$ cat config.mk
export PLATFORM = sky130hd
export DESIGN_NAME = uart_param_regs
export DESIGN_NICKNAME = d
export VERILOG_FILES = /design/src/rtl/uart_param_regs.sv
export SDC_FILE = /design/constraint.sdc
export NUM_CORES = 1
export LEC_CHECK = 0
export BUFFER_PORTS_ARGS = -buffer_cell sky130_fd_sc_hd__buf_2
export CAP_MARGIN = 30
export CORE_UTILIZATION = 55
export CTS_BUF_LIST = sky130_fd_sc_hd__clkbuf_8
export DETAILED_ROUTE_END_ITERATION = 10
export PLACE_DENSITY = 0.76
export SYNTH_ARGS = -nofsm -noshare
export SYNTH_HDL_FRONTEND = slang
export SYNTH_SLANG_ARGS = --single-unit
$ cat constraint.sdc
create_clock -name clk -period 3.1 [get_ports clk]
set_input_delay 0.62 -clock clk [delete_from_list [all_inputs] [get_ports clk]]
set_output_delay 0.62 -clock clk [all_outputs]
set_load 0.1 [all_outputs]
$ cat src/rtl/uart_param_regs.sv
// Decodes UART command frames into shadow frequency registers and commits
// them atomically to the active DDS sweep/hop outputs when the DDS is idle.
module uart_param_regs #(
  parameter int MAX_FREQ_MHZ   = 1740,
  parameter int DEFAULT_FREQ_L = 430,
  parameter int DEFAULT_FREQ_U = 470,
  parameter int DEFAULT_FREQ_H = 900,
  parameter int COMMIT_TIMEOUT = 1024
) (
  input  logic        clk,
  input  logic        rst,
  input  logic        cmd_valid,
  input  logic [7:0]  cmd_data,
  input  logic        cmd_last,
  input  logic        crc_err,
  input  logic        dds_busy,
  output logic [31:0] freq_l,
  output logic [31:0] freq_u,
  output logic [31:0] freq_h,
  output logic        param_update,
  output logic [7:0]  err_count,
  output logic [2:0]  err_code
);

  typedef enum logic [1:0] {
    S_IDLE,
    S_PAYLOAD,
    S_CHECK,
    S_COMMIT_WAIT
  } state_e;

  localparam logic [7:0] OP_SET_L = 8'h01;
  localparam logic [7:0] OP_SET_U = 8'h02;
  localparam logic [7:0] OP_SET_H = 8'h03;
  localparam logic [7:0] OP_APPLY = 8'h04;

  localparam logic [2:0] ERR_OPCODE  = 3'd1;
  localparam logic [2:0] ERR_LENGTH  = 3'd2;
  localparam logic [2:0] ERR_CRC     = 3'd3;
  localparam logic [2:0] ERR_RANGE   = 3'd4;
  localparam logic [2:0] ERR_ORDER   = 3'd5;
  localparam logic [2:0] ERR_TIMEOUT = 3'd6;
  localparam logic [2:0] ERR_DROPPED = 3'd7;

  localparam int              TW         = $clog2(COMMIT_TIMEOUT + 1);
  localparam logic [TW-1:0]   TIMER_LAST = TW'(COMMIT_TIMEOUT - 1);
  localparam logic [31:0]     MAX_FREQ   = 32'(MAX_FREQ_MHZ);
  localparam logic [31:0]     RST_L      = 32'(DEFAULT_FREQ_L);
  localparam logic [31:0]     RST_U      = 32'(DEFAULT_FREQ_U);
  localparam logic [31:0]     RST_H      = 32'(DEFAULT_FREQ_H);

  state_e        state;
  logic [7:0]    opcode;
  logic [2:0]    byte_cnt;
  logic [31:0]   acc;
  logic          crc_flag;
  logic [31:0]   shadow_l;
  logic [31:0]   shadow_u;
  logic [31:0]   shadow_h;
  logic [TW-1:0] timer;
  logic          drop_busy;   // a frame that began while busy is still streaming in
  logic [2:0]    drop_owed;   // dropped frames whose rejection is not yet recorded

  logic          is_set;
  logic          is_apply;
  logic [2:0]    exp_cnt;
  logic          chk_fail;
  logic [2:0]    chk_code;
  logic          in_busy;
  logic          drop_byte;
  logic          drop_end;
  logic          drain;
  logic [2:0]    owed_next;
  logic          timeout_hit;
  logic          rej_fire;
  logic [2:0]    rej_code;

  // Frame validation, evaluated while the FSM sits in CHECK.
  // NOTE: every always_comb output gets a default first so no latch is inferred.
  always_comb begin
    is_set   = (opcode == OP_SET_L) || (opcode == OP_SET_U) || (opcode == OP_SET_H);
    is_apply = (opcode == OP_APPLY);
    exp_cnt  = is_apply ? 3'd0 : 3'd4;
    chk_fail = 1'b0;
    chk_code = 3'd0;
    if (crc_flag) begin
      chk_fail = 1'b1;
      chk_code = ERR_CRC;
    end else if (!is_set && !is_apply) begin
      chk_fail = 1'b1;
      chk_code = ERR_OPCODE;
    end else if (byte_cnt != exp_cnt) begin
      chk_fail = 1'b1;
      chk_code = ERR_LENGTH;
    end else if (is_set && (acc > MAX_FREQ)) begin
      chk_fail = 1'b1;
      chk_code = ERR_RANGE;
    end else if (is_apply && (shadow_l > shadow_u)) begin
      chk_fail = 1'b1;
      chk_code = ERR_ORDER;
    end
  end

  // Dropped-frame bookkeeping and the single reject source per cycle. Rejects
  // from CHECK and COMMIT_WAIT never overlap with draining owed code-7 rejects,
  // because owed rejects are only recorded in IDLE/PAYLOAD.
  always_comb begin
    in_busy   = (state == S_CHECK) || (state == S_COMMIT_WAIT);
    drop_byte = cmd_valid && (in_busy || drop_busy);
    drop_end  = drop_byte && cmd_last;
    drain     = (drop_owed != 3'd0) && !in_busy;
    owed_next = drop_owed;
    if (drop_end && !drain && (drop_owed != 3'd7)) begin
      owed_next = drop_owed + 3'd1;
    end else if (!drop_end && drain) begin
      owed_next = drop_owed - 3'd1;
    end
    timeout_hit = (state == S_COMMIT_WAIT) && dds_busy && (timer == TIMER_LAST);
    rej_fire    = 1'b0;
    rej_code    = 3'd0;
    if ((state == S_CHECK) && chk_fail) begin
      rej_fire = 1'b1;
      rej_code = chk_code;
    end else if (timeout_hit) begin
      rej_fire = 1'b1;
      rej_code = ERR_TIMEOUT;
    end else if (drain) begin
      rej_fire = 1'b1;
      rej_code = ERR_DROPPED;
    end
  end

  // NOTE: sequential state uses non-blocking assignments so every register
  // samples pre-edge values regardless of statement order.
  always_ff @(posedge clk or negedge rst) begin
    if (!rst) begin
      state        <= S_IDLE;
      opcode       <= 8'h00;
      byte_cnt     <= 3'd0;
      acc          <= 32'd0;
      crc_flag     <= 1'b0;
      shadow_l     <= RST_L;
      shadow_u     <= RST_U;
      shadow_h     <= RST_H;
      freq_l       <= RST_L;
      freq_u       <= RST_U;
      freq_h       <= RST_H;
      timer        <= '0;
      drop_busy    <= 1'b0;
      drop_owed    <= 3'd0;
      param_update <= 1'b0;
      err_count    <= 8'd0;
      err_code     <= 3'd0;
    end else begin
      param_update <= 1'b0;
      drop_owed    <= owed_next;
      if (drop_byte) begin
        drop_busy <= !cmd_last;
      end
      if (rej_fire) begin
        err_code <= rej_code;
        if (err_count != 8'hFF) begin
          err_count <= err_count + 8'd1;
        end
      end

      case (state)
        S_IDLE: begin
          if (cmd_valid && !drop_busy) begin
            opcode   <= cmd_data;
            byte_cnt <= 3'd0;
            acc      <= 32'd0;
            crc_flag <= cmd_last && crc_err;
            state    <= cmd_last ? S_CHECK : S_PAYLOAD;
          end
        end

        S_PAYLOAD: begin
          if (cmd_valid) begin
            acc <= {acc[23:0], cmd_data};
            if (byte_cnt != 3'd7) begin
              byte_cnt <= byte_cnt + 3'd1;
            end
            if (cmd_last) begin
              crc_flag <= crc_err;
              state    <= S_CHECK;
            end
          end
        end

        S_CHECK: begin
          timer <= '0;
          state <= S_IDLE;
          if (!chk_fail) begin
            case (opcode)
              OP_SET_L: shadow_l <= acc;
              OP_SET_U: shadow_u <= acc;
              OP_SET_H: shadow_h <= acc;
              OP_APPLY: state    <= S_COMMIT_WAIT;
              default:  ;
            endcase
          end
        end

        S_COMMIT_WAIT: begin
          if (!dds_busy) begin
            freq_l       <= shadow_l;
            freq_u       <= shadow_u;
            freq_h       <= shadow_h;
            param_update <= 1'b1;
            state        <= S_IDLE;
          end else if (timer == TIMER_LAST) begin
            state <= S_IDLE;
          end else begin
            timer <= timer + TW'(1);
          end
        end

        default: state <= S_IDLE;
      endcase
    end
  end

endmodule

## Word-level counts from Yosys, hierarchy flattened

Index checks and enable logic that the tools add are counted.

| word-level totals | value |
|---|---|
| flip-flop bits (word level) | 265 |
| bits in latches | 0 |
| RAM bits | 0 |
| bits in read-only memories | 0 |
| input port bits | 14 |
| output and inout bits | 108 |
| word-level logic and storage cells | 130 |
| memories kept | 0 |

| cells by class | value |
|---|---|
| add/sub/neg operators | 5 |
| $mul | 0 |
| div/mod/pow operators | 0 |
| order comparisons | 2 |
| equal/unequal tests | 19 |
| shift-type cells | 0 |
| muxes and demuxes | 44 |
| bitwise gates (word level) | 2 |
| reduce and logical (&&, ||, !) cells | 41 |

Operators with widths:

| cell | count |
|---|---|
| 32-bit 2-to-1 mux | 2 |
| 32-bit case mux with 2 select lines | 1 |
| 3-bit 2-to-1 mux | 14 |
| 32-bit by 11-bit greater-than comparator with 1-bit output, second input constant | 1 |
| 32-bit greater-than comparator | 1 |
| 11-bit 2-to-1 mux | 2 |
| 11-bit case mux with 2 select lines | 1 |
| 8-bit by 2-bit == test with 1-bit output, second input constant | 2 |
| 2-bit 2-to-1 mux | 8 |
| 3-bit AND reduction | 5 |
| 1-bit logical AND | 14 |
| 1-bit 2-to-1 mux | 13 |
| 2-bit != test, second input constant | 6 |
| 4-bit AND reduction | 3 |
| 11-bit by 1-bit adder with 11-bit output, second input constant | 1 |
| 11-bit by 10-bit == test with 1-bit output, second input constant | 1 |
| 8-bit by 1-bit adder with 8-bit output, second input constant | 1 |
| 8-bit by 1-bit == test with 1-bit output, second input constant | 1 |
| 8-bit by 3-bit == test with 1-bit output, second input constant | 1 |
| 8-bit != test, second input constant | 1 |
| 2-bit case mux with 4 select lines | 1 |
| 1-bit zero test | 7 |
| 3-bit by 1-bit adder with 3-bit output, second input constant | 2 |
| 3-bit != test, second input constant | 2 |
| 13 further kinds | 22 |

## Logic depth before layout (Yosys ltp)

Gate-level depths: netlist (run 1).

| logic depth | value |
|---|---|
| word-level depth | 11 |
| mapped depth | 12 |
| mapped depth without buffers | 10 |

## Least setup slack after synthesis (run 1)

No wires, ideal clock.

| timing | value |
|---|---|
| path type | register -> register |
| from | register shadow_u[7] |
| to | register shadow_h[10] |
| setup time | 125 ps |
| arrival | 2778 ps |
| data required time | 2975 ps |
| path slack | 197 ps |
| stages on the path, launching flop included | 12 |
| path buffers | 1 |
| period minus slack after synthesis | 2903 ps |
| cell sequence | dfstp_2 inv_1 ha_1 a21oi_1 o21ai_0 a221o_1 o311a_1 o21ai_2 nand2_4 nor3_4 buf_6 mux2_4 |

| on the way | value |
|---|---|
| word-level cells in the longest chain between the ends | 9 |

RTL lines:

| what | RTL line | RTL |
|---|---|---|
| start, declared | 58 | `logic [31:0] shadow_u;` |
| start signal, assigned | 143 | `shadow_u <= RST_U;` |
| start signal, assigned | 197 | `OP_SET_U: shadow_u <= acc;` |
| 32-bit greater-than comparator | 98 | `end else if (is_apply && (shadow_l > shadow_u)) begin` |
| 1-bit logical AND | 98 |  |
| 1-bit 2-to-1 mux | 98 |  |
| 1-bit 2-to-1 mux | 95 | `end else if (is_set && (acc > MAX_FREQ)) begin` |
| 1-bit 2-to-1 mux | 92 | `end else if (byte_cnt != exp_cnt) begin` |
| 1-bit 2-to-1 mux | 89 | `end else if (!is_set && !is_apply) begin` |
| 1-bit 2-to-1 mux | 86 | `if (crc_flag) begin` |
| 1-bit NOT (no source line) | - |  |
| 3-bit AND reduction (no source line) | - |  |
| end signal, assigned | 144 | `shadow_h <= RST_H;` |
| end signal, assigned | 198 | `OP_SET_H: shadow_h <= acc;` |
| end, declared | 59 | `logic [31:0] shadow_h;` |

Every way passes these cells.
A chain may end at the register's enable or synchronous reset.

## Worst setup path after layout (run 1)

| timing | value |
|---|---|
| from | register shadow_l[13] |
| to | register shadow_h[1] |

| on the way | value |
|---|---|
| word-level cells in the longest chain between the ends | 9 |

RTL lines:

| what | RTL line | RTL |
|---|---|---|
| start, declared | 57 | `logic [31:0] shadow_l;` |
| start signal, assigned | 142 | `shadow_l <= RST_L;` |
| start signal, assigned | 196 | `OP_SET_L: shadow_l <= acc;` |
| 32-bit greater-than comparator | 98 |  |
| 1-bit logical AND | 98 |  |
| 1-bit 2-to-1 mux | 98 |  |
| 1-bit 2-to-1 mux | 95 |  |
| 1-bit 2-to-1 mux | 92 |  |
| 1-bit 2-to-1 mux | 89 |  |
| 1-bit 2-to-1 mux | 86 |  |
| 1-bit NOT (no source line) | - |  |
| 3-bit AND reduction (no source line) | - |  |

Every way passes these cells.

==> results of run 1 <==
==> cells in the final DEF, fill, tap and decap left out, types with 4 or more instances in the layout <==
master / synthesis / routed
a21o_1: 4 / 4
a21oi_1: 20 / 19
a31oi_1: 4 / 4
buf_12: 0 / 7
buf_2: 4 / 120
buf_4: 2 / 21
clkbuf_8: 0 / 52
clkinv_2: 0 / 4
dfrtp_1: 233 / 233
dfstp_2: 32 / 32
ha_1: 37 / 35
inv_1: 40 / 53
mux2_2: 26 / 26
mux2_4: 9 / 9
nand2_1: 341 / 341
nand2b_1: 4 / 4
nand3_1: 43 / 43
nand4_1: 15 / 15
nor2_1: 45 / 44
nor2b_1: 47 / 47
nor3_1: 7 / 7
nor4_1: 7 / 6
o21ai_0: 45 / 43
o311a_1: 4 / 4
xnor2_1: 10 / 10
xor2_1: 8 / 8
==> report_power, final <==
part / total, mW / leakage [nW] / internal (mW) / switching [mW]
Combinational: 3.64 / 2.98 / 0.758 / 2.88
Sequential: 4.54 / 3.51 / 3.99 / 0.546
Clock: 2.90 / 0.488 / 1.59 / 1.30
==> through the flow <==
step,setup slack [ns],hold WS (ns),cells
after detailed placement,-0.00722,0.446,1433
after global placement,0.0273,0.445,1433
final,0.103,0.0563,1511
after floorplan,0.197,0.324,1068
after global routing,0.000986,0.0814,1511
after CTS,0.0108,0.0531,1508
==> final timing paths <==
path,from,end,slack (ns),depth (start not counted)
max in group asynchronous,rst,shadow_l[2]$_DFFE_PN1P_,2.20,2
max reg2reg,shadow_l[13]$_DFFE_PN0P_,shadow_h[1]$_DFFE_PN0P_,0.10,10
min reg2reg,shadow_h[30]$_DFFE_PN0P_,freq_h[30]$_DFFE_PN0P_,0.45,2
min in group clk,cmd_data[4],opcode[4]$_DFFE_PN0P_,0.30,3
max,shadow_l[13]$_DFFE_PN0P_,shadow_h[1]$_DFFE_PN0P_,0.10,10
min,rst,freq_u[18]$_DFFE_PN0P_,0.06,1
==> what timing repair did <==
| item | 4_1_cts | 5_1_grt |
|---|---|---|
| hold buffers | 0 | 0 |
| gates resized for setup | 1 | 8 |
| setup endpoints to repair | 5 | 69 |
| gates cloned | 0 | 1 |
| buffers inserted | 2 | 2 |
| pin swaps | 3 | 7 |
==> kinds of logic (layout without fill, tap and decap cells) <==
group                    count (synthesis)  count (layout)  share of synthesized area [%]
AO/OA/AOI/OAI                           93              93                           5.05
XOR/XNOR                                18              18                           1.43
adder cells (fa/ha/maj)                 38              38                           4.39
buffers and inverters                   85             263                           3.08
flip-flops                             265             265                           60.6
multiplexers                            38              38                           4.16
AND/OR/NAND/NOR                        531             531                           21.2
==> state kept, by name (all words and copies together) (netlist names), 8 cells and up <==
signal	cells
shadow_u	32
shadow_l	32
err_count	8
acc	32
freq_l	32
freq_u	32
shadow_h	32
opcode	8
timer	11
freq_h	32
==> cell usage after synthesis, drive strengths merged, types with 2 or more instances <==
library cell and count:
a2111oi 2, a211oi 3, a21o 4, a21oi 20, a31oi 4, and2 2, and3 3, buf 14
clkbuf 31, dfrtp 233, dfstp 32, ha 37, inv 40, mux2 35, mux2i 3, nand2 342
nand2b 4, nand3 43, nand4 15, nand4b 2, nor2 47, nor2b 47, nor3 8, nor4 7
o211ai 3, o21ai 46, o311a 4, or2 4, or3 3, xnor2 10, xor2 8
==> layer usage <==
| layer | global-route usage [%] | part of all wire (%) | vias to the layer above |
|---|---|---|---|
| met5 | 0 | 0 | - |
| met4 | 7.39 | 1.9 | 0 |
| met3 | 4.13 | 4.7 | 38 |
| met2 | 36.8 | 47 | 174 |
| met1 | 33.3 | 46 | 3816 |
| li1 | - | - | 3801 |
==> worst max-delay path: cells and delay by family (launching register included) <==
family	cells	cell delay, ns
AOI/OAI and AO/OA	5	1.23
and+or+nand+nor	2	0.43
DFF	1	0.40
adders and majority gates	1	0.33
muxes	1	0.31
buffers and inverters	1	0.18
==> area by class of cell <==
class	count	area, sq um
Clock buffer	52	716
Clock inverter	21	115
Fill cell	1563	6550
Inverter	40	150
Multi-Input combinational cell	718	4060
Sequential cell	265	6670
Tap cell	265	332
Timing Repair Buffer	150	938
==> results.yml, run 1 <==
status:
  status: "finished clean"
sta:
  relSlewSlack_pct: 49.5
  fmax_ghz: 0.334
  grt_setup_unrepaired: "false"
  final.min_clock_period_ns: 3.00
  post-route-period-util_pct: 96.7
  clock_skew_ns: 0.00798
  tightest_slew_ns: 0.756
  drv_slew: 0
  setup_viol: 0
  finalSetupTns_ns: 0
  hold_violations: 0
worst_setup_path:
  crit_path_frequent_cell: "a21o_1"
  cp-end-kind: "register"
  path_class: "register to register"
  cp_data_required_time_ns: 3.52
  cp.arrival_ns: 3.41
  startpoint_type: "register"
  path_max_fanout: 4
  crit_slowest_cell: "dfrtp_1"
  slowest_delay_ns: 0.40
  path_cells: "ha_1 > a21o_1 > a21o_1 > a221o_1 > o311a_1 > o21ai_2 > nand2_4 > nor3_4 > buf_4 > mux2_2"
place:
  dp_hpwl_um: 15300
  place.gp.congestion: 0.815
  io_buffers: 121
  placed_area_sq_um: 12000
detailed_routing:
  drc: 0
  wl_per_cell_um: 15.2
  wl_um: 22900
  vias_per_cell: 5.18
  drtAntennaViolNets: 0
  vias: 7829
  drtIter0Drc: 467
  dr.pass1.iters: 5
synth:
  netlist_top_cells_area: "dfrtp_1 (53%), nand2_1 (12%), dfstp_2 (7.6%)"
  synth_flop_cell: "dfrtp_1"
  synth_edf_count: 0
  synth_area_sq_um: 11000
  synth-seq-cells: 265
  yosys.area.top_type: "dfrtp_1"
  yosysTopAreaCellShare_pct: 53.0
  synth_cells: 1068
  syn_nets: 1120
  synth_cell_type_count: 52
  async_flop_share_pct: 100
  avgSynthCellArea_sq_um: 10.3
  yosysSeqAreaShare_pct: 60.6
  yosys_warnings: 0
global_route:
  antenna_found_initial: 0
  grt-ovfl-total: 0
  grt_max_degree: 129
  grt_pass1_vias: 7690
  groute.usage.overall_pct: 23.4
  grt_pass1_wl_um: 38000
clock_tree:
  htreeDepth: 2
  clock_sinks: 265
  clk_latency_ns: 0.53
  cts-buffers-inserted: 42
  clock_path_buffers: 3
  clock-root-buffer: "clkbuf_8"
  cts_tree: "yes"
  path_clk_slew_ns: 0.06
floorplanning:
  die-area_sq_um: 20600
  pin_count: 122
  initial_core_util_pct: 56.3
  rows: 51
  fp.dieW_um: 143
  die_h_um: 143
  core_area_sq_um: 19500
pwr:
  power.leakage_nw: 6.97
  peakVddDrop_mv: 0.648
  finalPower_mw: 11.1
  powerDensity_nw_per_um2: 853
layout:
  synthToLayoutAreaGrowth_pct: 18.0
  final_nets: 1269
  drive_gt1_share_pct: 23.7
  fin_util_pct: 66.5
  design_area_sq_um: 13000
  antenna_cells: 0
flow_run:
  max-cap-violations: 0
min_path:
  holdCritPathClass: "input pin to asynchronous set/reset pin"
No activity file was read; power rests on OpenSTA's default activity.
==> inputs of run 2 (changes only) <==
--- a/config.mk
+++ b/config.mk
@@ -7,10 +7,11 @@
 export LEC_CHECK = 0
 export BUFFER_PORTS_ARGS = -buffer_cell sky130_fd_sc_hd__buf_2
 export CAP_MARGIN = 30
-export CORE_UTILIZATION = 55
+export CORE_UTILIZATION = 50
 export CTS_BUF_LIST = sky130_fd_sc_hd__clkbuf_8
 export DETAILED_ROUTE_END_ITERATION = 10
-export PLACE_DENSITY = 0.76
+export PLACE_DENSITY = 0.69
+export RECOVER_POWER = 100
 export SYNTH_ARGS = -nofsm -noshare
 export SYNTH_HDL_FRONTEND = slang
 export SYNTH_SLANG_ARGS = --single-unit
==> results.yml, run 2 (same netlist as run 1, synthesis figures left out) <==
clock_tree:
  cts-buffers-inserted: 44
  clock-root-buffer: "clkbuf_8"
  clock_sinks: 265
  clock_path_buffers: 3
  post_cts_hold_buffer_count: 0
  clk_latency_ns: 0.56
  path_clk_slew_ns: 0.06
  htreeDepth: 2
  cts_tree: "yes"
detailed_routing:
  dr.pass1.iters: 4
  wl_per_cell_um: 15.0
  drtAntennaViolNets: 0
  vias_per_cell: 5.09
  drtIter0Drc: 392
  wl_um: 23000
  drc: 0
  vias: 7783
worst_setup_path:
  path_max_fanout: 7
  crit_end: "shadow_h[5]$_DFFE_PN0P_"
  cp-end-kind: "register"
  r2r_setup_slack_ns: 0.15
  r2r_start: "opcode[6]$_DFFE_PN0P_"
  cp_data_required_time_ns: 3.53
  cp.arrival_ns: 3.38
  path_class: "register to register"
  r2r-end: "shadow_h[5]$_DFFE_PN0P_"
  startpoint_type: "register"
  crit_slowest_cell: "or4_4"
  startpoint: "opcode[6]$_DFFE_PN0P_"
  r2r_cells: 8
  slowest_delay_ns: 0.58
  path_cells: "or4_4 > or3_1 > xnor2_1 > o311a_1 > nand2_4 > nor3_4 > buf_12 > mux2_1"
place:
  dp_hpwl_um: 15300
  place.gp.congestion: 0.775
  io_buffers: 121
  dp_slack_ns: 0.0255
pwr:
  power.leakage_nw: 6.57
  finalPower_mw: 11.3
  powerDensity_nw_per_um2: 880
  peakVddDrop_mv: 0.641
floorplanning:
  initial_core_util_pct: 51.7
  die-area_sq_um: 22600
  core_area_sq_um: 21300
  rows: 53
  pin_count: 122
  die_h_um: 150
  fp.dieW_um: 150
sta:
  hold_violations: 0
  tightest_slew_ns: 1.92
  relSlewSlack_pct: -28.0
  finalSetupTns_ns: 0
  fmax_ghz: 0.339
  grt_setup_unrepaired: "false"
  post-route-period-util_pct: 95.1
  drv_slew: 76
  setup_ws_ns: 0.151
  final.min_clock_period_ns: 2.95
  clock_skew_ns: 0.0173
  setup_viol: 0
min_path:
  holdCritPathClass: "input pin to register"
  hold_start: "cmd_data[4]"
layout:
  drive_gt1_share_pct: 13.8
  final_nets: 1271
  antenna_cells: 0
  fillerInstances: 1876
  layout_common_cells: "nand2_1 (341), dfrtp_1 (233), clkbuf_1 (111), inv_1 (61), clkbuf_8 (54)"
  synthToLayoutAreaGrowth_pct: 17.0
  final_common_cell: "nand2_1"
global_route:
  antenna_found_initial: 0
  grt_pass1_wl_um: 38200
  grt-ovfl-total: 0
  grt_pass1_vias: 7615
  grt_max_degree: 91
  groute.usage.overall_pct: 21.3
status:
  violations: "max-capacitance violations, max-slew violations"
  status: "complete, but fails checks"
flow_run:
  max-cap-violations: 1
==> run 2: through the flow <==
step	instances	util (%)	instance area (sq um)	hold slack, ns
after floorplan	1068	-	11000	0.324
after global placement	1444	56.6	12100	0.447
after detailed placement	1444	56.6	12100	0.446
after CTS	1526	61.1	13000	0.0324
after global routing	1530	60.5	12900	0.260
final	1530	60.5	12900	0.274
==> run 2: final cells by class <==
type / count / area [sq um] / area share, %
Inverter: 40 / 150 / 1.17
Timing Repair Buffer: 150 / 756 / 5.87
Sequential cell: 265 / 6670 / 51.8
Clock inverter: 28 / 205 / 1.59
Tap cell: 275 / 344 / 2.67
Multi-Input combinational cell: 718 / 4000 / 31.1
Clock buffer: 54 / 743 / 5.77
==> run 2: metal layers <==
layer  track usage [%]  share of wire (%)
met1              30.6                 48
met2              33.2                 46
met3              4.33                4.8
met4              5.25                1.4
met5                 0                  0
==> run 2: timing repair <==
action / 4_1_cts / 5_1_grt
setup buffers: 0 / 3
resized for setup: 0 / 6
setup endpoints to repair: 0 / 91
hold endpoints to repair: 0 / 0
==> run 2: critical path, delay by kind of cell, from the launching register on <==
family / cells / cell delay (ns)
xor+xnor: 1 / 0.26
mux: 1 / 0.32
flops: 1 / 0.38
compound gates: 1 / 0.32
buf+inv: 1 / 0.16
simple gates: 4 / 1.38
==> run 2: where the power goes <==
part / switching [mW] / leakage, nW / internal, mW / total (mW)
Combinational: 2.87 / 2.51 / 0.701 / 3.57
Clock: 1.40 / 0.554 / 1.83 / 3.23
Sequential: 0.528 / 3.51 / 4.00 / 4.52
==> run 2: worst min path at each step <==
stage                                          to  depth (start not counted)
after global routing        opcode[4]$_DFFE_PN0P_                          3
after detailed placement   freq_h[18]$_DFFE_PN0P_                          2
after global placement      freq_l[8]$_DFFE_PN1P_                          2
after CTS                 shadow_u[9]$_DFFE_PN0P_                          1
after floorplan                acc[0]$_DFFE_PN0P_                          0
final                       opcode[4]$_DFFE_PN0P_                          3
